`src/rtl/condlogic_mc.sv`:
```
// Condition unit for the multicycle ARM datapath.
// Holds the architectural {N,Z,C,V} flag register and evaluates the instruction
// condition field against it. The result is registered for one cycle and then
// gates the controller's PC, register-file and memory write strobes.
//
// Ports:
//   clk      - system clock, rising edge
//   reset    - asynchronous active-high reset
//   Cond     - instruction condition field Instr[31:28]
//   ALUFlags - ALU flags {N,Z,C,V} for the current Execute cycle
//   FlagW    - flag write enables: [1] writes {N,Z}, [0] writes {C,V}
//   PCS      - instruction writes the PC
//   NextPC   - unconditional PC update (fetch)
//   RegW     - register write request
//   MemW     - memory write request
//   PCWrite  - gated PC enable (combinational)
//   RegWrite - gated register-file write enable (combinational)
//   MemWrite - gated memory write enable (combinational)
//   Flags    - current flag register {N,Z,C,V}
//   CondEx   - combinational condition result against the current Flags
module condlogic_mc #(
    parameter logic [3:0] FLAGS_RST = 4'b0000
) (
    input  logic       clk,
    input  logic       reset,
    input  logic [3:0] Cond,
    input  logic [3:0] ALUFlags,
    input  logic [1:0] FlagW,
    input  logic       PCS,
    input  logic       NextPC,
    input  logic       RegW,
    input  logic       MemW,
    output logic       PCWrite,
    output logic       RegWrite,
    output logic       MemWrite,
    output logic [3:0] Flags,
    output logic       CondEx
);

    localparam int unsigned FLAG_W = 4;

    logic [FLAG_W-1:0] flags_q;
    logic [FLAG_W-1:0] flags_d;
    logic              cond_ex_q;
    logic              cond_ex_c;

    logic flag_n;
    logic flag_z;
    logic flag_c;
    logic flag_v;

    assign flag_n = flags_q[3];
    assign flag_z = flags_q[2];
    assign flag_c = flags_q[1];
    assign flag_v = flags_q[0];

    // Condition decode, always against the registered flags.
    always_comb begin
        cond_ex_c = 1'b0;
        unique case (Cond)
            4'h0:    cond_ex_c = flag_z;
            4'h1:    cond_ex_c = ~flag_z;
            4'h2:    cond_ex_c = flag_c;
            4'h3:    cond_ex_c = ~flag_c;
            4'h4:    cond_ex_c = flag_n;
            4'h5:    cond_ex_c = ~flag_n;
            4'h6:    cond_ex_c = flag_v;
            4'h7:    cond_ex_c = ~flag_v;
            4'h8:    cond_ex_c = flag_c & ~flag_z;
            4'h9:    cond_ex_c = ~flag_c | flag_z;
            4'hA:    cond_ex_c = ~(flag_n ^ flag_v);
            4'hB:    cond_ex_c = flag_n ^ flag_v;
            4'hC:    cond_ex_c = ~flag_z & ~(flag_n ^ flag_v);
            4'hD:    cond_ex_c = flag_z | (flag_n ^ flag_v);
            default: cond_ex_c = 1'b1;
        endcase
    end

    // Independent half-writes of the flag register; a failed condition writes nothing.
    always_comb begin
        flags_d = flags_q;
        if (FlagW[1] && cond_ex_c) begin
            flags_d[3:2] = ALUFlags[3:2];
        end
        if (FlagW[0] && cond_ex_c) begin
            flags_d[1:0] = ALUFlags[1:0];
        end
    end

    // Flag register and one-cycle delayed condition result.
    always_ff @(posedge clk or posedge reset) begin
        if (reset) begin
            flags_q   <= FLAGS_RST;
            cond_ex_q <= 1'b0;
        end else begin
            flags_q   <= flags_d;
            cond_ex_q <= cond_ex_c;
        end
    end

    // Strobe gating; NextPC forces a PC update regardless of the condition.
    assign PCWrite  = (PCS & cond_ex_q) | NextPC;
    assign RegWrite = RegW & cond_ex_q;
    assign MemWrite = MemW & cond_ex_q;
    assign Flags    = flags_q;
    assign CondEx   = cond_ex_c;

endmodule

```
`config.mk`:
```
export PLATFORM = sky130hd
export DESIGN_NAME = condlogic_mc
export DESIGN_NICKNAME = d
export VERILOG_FILES = /design/src/rtl/condlogic_mc.sv
export SDC_FILE = /design/constraint.sdc
export NUM_CORES = 1
export LEC_CHECK = 0
export ABC_AREA = 1
export CORE_AREA = 2 2 39 41
export DETAILED_ROUTE_END_ITERATION = 10
export DIE_AREA = 0 0 41 43
export GPL_ROUTABILITY_DRIVEN = 1
export GPL_TIMING_DRIVEN = 0
export PLACE_DENSITY = 0.72
export SLEW_MARGIN = 20
export SYNTH_ARGS = -nofsm -noshare
export SYNTH_HDL_FRONTEND = slang
export SYNTH_SLANG_ARGS = --single-unit
```
`constraint.sdc`:
```
create_clock -name clk -period 1.4 [get_ports clk]
set_input_delay 0.28 -clock clk [delete_from_list [all_inputs] [get_ports clk]]
set_output_delay 0.28 -clock clk [all_outputs]
set_load 0.02 [all_outputs]
```
==> results of run 1 <==
==> final cells by class <==
class,instances,area share [%]
multi-input cells,58,36.7
repair buffers,27,33.4
flip-flops and latches,5,17.3
inverters,12,6.17
clock buffers,4,3.60
well taps,16,2.74
==> cells in the final DEF (no fill, tap or decap) <==
| cell | count |
|---|---|
| dlygate4sd2_1 | 4 |
| nand3_2 | 1 |
| nor2_2 | 2 |
| nor2_1 | 8 |
| clkinv_1 | 1 |
| clkbuf_4 | 3 |
| inv_2 | 2 |
| nand2_1 | 28 |
| clkbuf_1 | 1 |
| nand2_4 | 1 |
| buf_4 | 4 |
| dfrtp_2 | 1 |
| a21oi_1 | 3 |
| nand2_2 | 5 |
| nand3_1 | 9 |
| inv_1 | 9 |
| clkdlybuf4s15_1 | 2 |
| dfrtp_1 | 4 |
| clkdlybuf4s50_1 | 11 |
| buf_6 | 1 |
| clkdlybuf4s15_2 | 2 |
| clkbuf_2 | 3 |
| a21o_1 | 1 |
==> what timing repair did <==
action	4_1_cts	5_1_grt
buffers inserted	3	2
gates cloned	0	0
hold endpoints to repair	0	0
endpoints found under the setup margin	12	8
pin swaps	1	6
gates resized for setup	24	11
==> layer usage <==
layer	share of wire, %	up-vias
li1	-	291
met1	41	219
met4	0.86	0
met5	0	-
met3	5.4	2
met2	53	14
==> power groups by stage <==
stage | clock network (mW) | registers [mW] | logic (mW)
detailed placement | 0 | 0.267 | 0.509
finish | 0.159 | 0.263 | 0.562
global placement | 0 | 0.266 | 0.497
floorplan | 0 | 0.301 | 0.240
CTS | 0.167 | 0.256 | 0.542
global route | 0.179 | 0.271 | 0.615
==> cell families (layout without fill, tap and decap cells) <==
kind of cell,Yosys count,in the layout,share of synthesized area (%)
buffers and inverters,12,43,10.6
and+or+nand+nor,54,54,54.7
DFF,5,5,29.4
AOI/OAI and AO/OA,4,4,5.29
==> sequential cells by signal, indices dropped and copies added, names as in the netlist <==
signal     flops
Flags          4
cond_ex_q      1
==> per-stage QoR <==
| step | hold WS [ns] | power [mW] | instances | utilization, % |
|---|---|---|---|---|
| 2_1_floorplan | 0.0585 | 0.541 | 75 | - |
| 3_3_place_gp | 0.495 | 0.763 | 114 | 48.8 |
| 3_5_place_dp | 0.490 | 0.775 | 114 | 48.8 |
| 4_1_cts | 0.238 | 0.964 | 121 | 52.4 |
| 5_1_grt | 0.267 | 1.06 | 122 | 52.7 |
| 6_report | 0.239 | 0.984 | 122 | 52.7 |
==> worst reg2reg max path, stage by stage (launching register included) <==
cell and delay (ns):
dfrtp_1 0.42, inv_1 0.09, nand2_2 0.07, nand2_1 0.06
nand2_1 0.04, nand3_1 0.05, nand2_1 0.07, nor2_2 0.13
nand2_4 0.07, buf_4 0.16, nand3_1 0.07, nand2_1 0.06
==> worst paths after layout <==
check,from,endpoint,slack [ns]
min in group clk,Flags[2],Flags[2],0.56
worst max register to register,Flags[3],Flags[0],0
worst max-delay path,Flags[3],CondEx,-0.25
worst min-delay path,reset,Flags[2],0.24
max in group asynchronous,reset,Flags[0],0.98
worst min register to register,Flags[2],Flags[2],0.56
==> impl_metrics.tcl, run 1 <==
set metrics [dict create \
    status "finished with violations" \
    violations "setup timing" \
    ys_top_cells_by_count "nand2_1, inv_1, nand3_1" \
    synth_seq_area_share_pct 29.4 \
    ios 24 \
    grt_pass1_vias 510 \
    async_flop_share_pct 100 \
    ir_drop_v 0.000652 \
    crit_top_cell "nand2_1" \
    power_density_nw_per_um2 1350 \
    synth_ff_type "dfrtp_1" \
    clock-sinks 5 \
    die_x_um 41 \
    synth_most_common_cell "nand2_1" \
    hold_violations 0 \
    tritoncts "yes" \
    viasPerCell 4.31 \
    internal_power_mw 0.556 \
    post-route-period-util_pct 118 \
    worst-path-stages 9 \
    crit_required_ns 1.12 \
    clkTransAtPathRegs_ns 0.04 \
    grtUsageMet1_pct 19.3 \
    grt_use_total_pct 16.8 \
    rows 14 \
    htreeDepth 1 \
    synth_area_leader_cell "dfrtp_1" \
    crit_chain "inv_1 -> nand2_2 -> nand2_1 -> nand2_1 -> nand3_1 -> nand2_1 -> nor2_2 -> nand2_4 -> buf_6" \
    drive_above_1_share_pct 23.6 \
    antenna_found_initial 0 \
    routedWlPerCell_um 9.52 \
    cpPeakStageDelay_ns 0.42 \
    use_met3_pct 1.57 \
    drv_slew 0 \
    placedInstanceArea_um2 676 \
    power_frac_seq_pct 26.7 \
    cp_slowest_cell "dfrtp_1" \
    portBuffers 23 \
    setup_violations 2 \
    finClkSkew_ns 0.000202 \
    synth_area_leaders "dfrtp_1, nand2_1, nand3_1" \
    numCtsBuffers 3 \
    grt_pass1_wl_um 1990 \
    synth_edf_count 0 \
    power.switching_mw 0.428 \
    p_clk_share_pct 16.2 \
    p_sw_share_pct 43.5 \
    busiest_layer "met2" \
    fin_ws_ns -0.247 \
    nFillCells 138 \
    finalCriticalPeriod_ns 1.65 \
    critPathKind "register to primary output" \
    worstRegToRegCells 11 \
    pwr-share-comb_pct 57.1 \
    drt_iter0_markers 5 \
    die_y_um 43 \
    finalNetCount 123 \
    dieArea_um2 1760 \
    critPathLaunchType "register" \
    gp_congestion 0.724 \
    core_um2 1380 \
    drt_wl_total_um 1160 \
    grt_max_degree 8 \
    hp-class "input pin to async pin" \
    rsz0062_at_grt "true" \
    fmax_mhz 607 \
    syn_nets 91 \
    post-route-drc-count 0 \
    overflow 0 \
    slew_headroom_pct 85.7 \
    ys.warnings.count 0 \
    cp_max_fo 4 \
    critPathBufInv 2 \
    design_area_um2 729 \
    clkLatencyLatePin_ns 0.23 \
    synthesis.instances 75 \
    cts-root-buf "clkbuf_4" \
    fin_setup_tns_ns -0.248 \
    first_pass_iters 4 \
    insertedDiodeCount 0 \
    vias 526 \
    syn_area_per_cell_um2 5.67 \
    worstPathArrival_ns 1.37 \
    multi_input_area_um2 268 \
    start_util_pct 30.7 \
    synth_top_area_share_pct 29.4 \
    worstMarginPinSlew_ns 0.216 \
    cts_hold_buf 0 \
    place_ws_ns -0.981 \
    synth-seq-cells 5 \
    leakagePower_nw 0.406 \
    dpl.hpwl_um 909 \
    critPathCaptureType "primary output" \
    grtUsageMet2_pct 27.8 \
    ff_latch_area_um2 126 \
    synth_cell_types 12 \
    syn_area_um2 425 \
    antenna_left 0 \
    clockBufferDepth 2 \
    cap_violations 0 \
    crit_family "simple AND/OR/NAND/NOR gates" \
    syn_to_final_growth_pct 71.5 \
]
Note: power is estimated with default switching activity, not from simulation.
==> run 2, diff against run 1 <==
--- a/config.mk
+++ b/config.mk
@@ -6,12 +6,11 @@
 export NUM_CORES = 1
 export LEC_CHECK = 0
 export ABC_AREA = 1
-export CORE_AREA = 2 2 39 41
+export CORE_UTILIZATION = 30
 export DETAILED_ROUTE_END_ITERATION = 10
-export DIE_AREA = 0 0 41 43
 export GPL_ROUTABILITY_DRIVEN = 1
 export GPL_TIMING_DRIVEN = 0
-export PLACE_DENSITY = 0.72
+export PLACE_DENSITY = 0.68
 export SLEW_MARGIN = 20
 export SYNTH_ARGS = -nofsm -noshare
 export SYNTH_HDL_FRONTEND = slang
==> impl_metrics.tcl, run 2 (synthesis results as in run 1) <==
set metrics [dict create \
    status "finished with violations" \
    violations "setup timing" \
    crit_chain "inv_1 -> nand2_2 -> nand2_1 -> nand2_1 -> nand3_1 -> nand2_1 -> nor2_2 -> nand2_4 -> buf_6" \
    worst-path-stages 9 \
    power_density_nw_per_um2 1400 \
    insertedDiodeCount 0 \
    fin_util_pct 58.0 \
    crit_family "simple AND/OR/NAND/NOR gates" \
    die_x_um 39.7 \
    post-route-drc-count 0 \
    critPathBufInv 2 \
    antenna_found_initial 0 \
    grt_use_total_pct 18.9 \
    routedWlPerCell_um 9.25 \
    core_um2 1320 \
    portBuffers 23 \
    clockBufferDepth 2 \
    crit_top_cell "nand2_1" \
    antenna_left 0 \
    gp_congestion 0.737 \
    grt_pass1_vias 454 \
    largest_reg_flops 4 \
    cts-root-buf "clkbuf_4" \
    fin_ws_ns -0.236 \
    finalCriticalPeriod_ns 1.64 \
    fin_setup_tns_ns -0.236 \
    hp-class "input pin to async pin" \
    hold_violations 0 \
    syn_to_final_growth_pct 79.7 \
    drt_wl_total_um 1170 \
    leakagePower_nw 0.427 \
    numCtsBuffers 3 \
    critPathKind "register to primary output" \
    stdcell_count 126 \
    setup_violations 1 \
    ir_drop_v 0.000761 \
    start_util_pct 32.3 \
    place_ws_ns -1.02 \
    slew_headroom_pct 86.5 \
    fmax_mhz 611 \
    worstPathArrival_ns 1.36 \
    dpl.hpwl_um 897 \
    grt_pass1_wl_um 1970 \
    crit_required_ns 1.12 \
    cp_max_fo 4 \
    die_y_um 39.7 \
    drv_slew 0 \
    vias 563 \
    clkTransAtPathRegs_ns 0.05 \
    worstRegToRegCells 11 \
    first_pass_iters 4 \
    tritoncts "yes" \
    critPathLaunchType "register" \
    finalNetCount 128 \
    drt_iter0_markers 6 \
    final_cell_mix "nand2_1, clkdlybuf4s50_1, inv_1, nand3_1, buf_4" \
    cts_hold_buf 0 \
    worstMarginPinSlew_ns 0.203 \
    grt_max_degree 8 \
    holdWs_ns 0.234 \
    htreeDepth 1 \
    critPathCaptureType "primary output" \
    ios 24 \
    final_common_cell "nand2_1" \
    rsz0062_at_grt "true" \
    finClkSkew_ns 0.00102 \
    post-route-period-util_pct 117 \
    viasPerCell 4.47 \
    clock-sinks 5 \
    dp.cells 113 \
    overflow 0 \
    cpPeakStageDelay_ns 0.40 \
    nFillCells 131 \
    rows 13 \
    drive_above_1_share_pct 31.5 \
    clkLatencyLatePin_ns 0.24 \
    cp_slowest_cell "dfrtp_1" \
    cap_violations 0 \
    dieArea_um2 1570 \
]
run 2: changes by cell type in the layout (fill, tap and decap cells not counted), sizes merged:
| cell | before | now |
|---|---|---|
| clkbuf | 7 | 9 |
| clkdlybuf4s15 | 4 | 3 |
| buf | 5 | 11 |
| dlygate4sd2 | 4 | 2 |
run 2: area by class of cell:
cell class              instances  area [µm²]  share of cell area, %
clock buffers                   4        26.3                   3.44
inverters                      12        45.0                   5.89
multi-input cells              58         277                   36.2
flip-flops and latches          5         125                   16.4
well taps                      15        18.8                   2.45
repair buffers                 32         273                   35.7
run 2: per-stage QoR:
stage	power, mW	area, µm²
2_1_floorplan	0.541	425
3_3_place_gp	0.772	674
3_5_place_dp	0.775	674
4_1_cts	1.01	744
5_1_grt	1.15	764
6_report	1.07	764
run 2: path summary, 6_finish.rpt:
kind,start,end,slack (ns)
worst min-delay path,reset,Flags[0],0.23
worst max-delay path,Flags[0],CondEx,-0.24
min in group clk,Flags[1],Flags[1],0.53
worst max register to register,Flags[0],Flags[0],0.01
max in group asynchronous,reset,Flags[2],1.00
worst min register to register,Flags[1],Flags[1],0.53
run 2: power by group:
group	switching [mW]	internal, mW
registers	0.0547	0.197
clock network	0.0613	0.108
logic	0.336	0.316
run 2: metal layers:
metal | GRT usage [%] | vias to the layer above | part of all wire (%)
li1 | - | 303 | -
met1 | 26.7 | 250 | 49
met2 | 27.5 | 10 | 47
met3 | 5.11 | 0 | 3.9
met4 | 5.17 | 0 | 0
met5 | 0 | - | 0
run 2: timing repair:
| item | 4_1_cts | 5_1_grt |
|---|---|---|
| pin swaps | 2 | 4 |
| setup buffers | 6 | 3 |
| gates resized for setup | 24 | 20 |
| setup endpoints to repair | 13 | 10 |
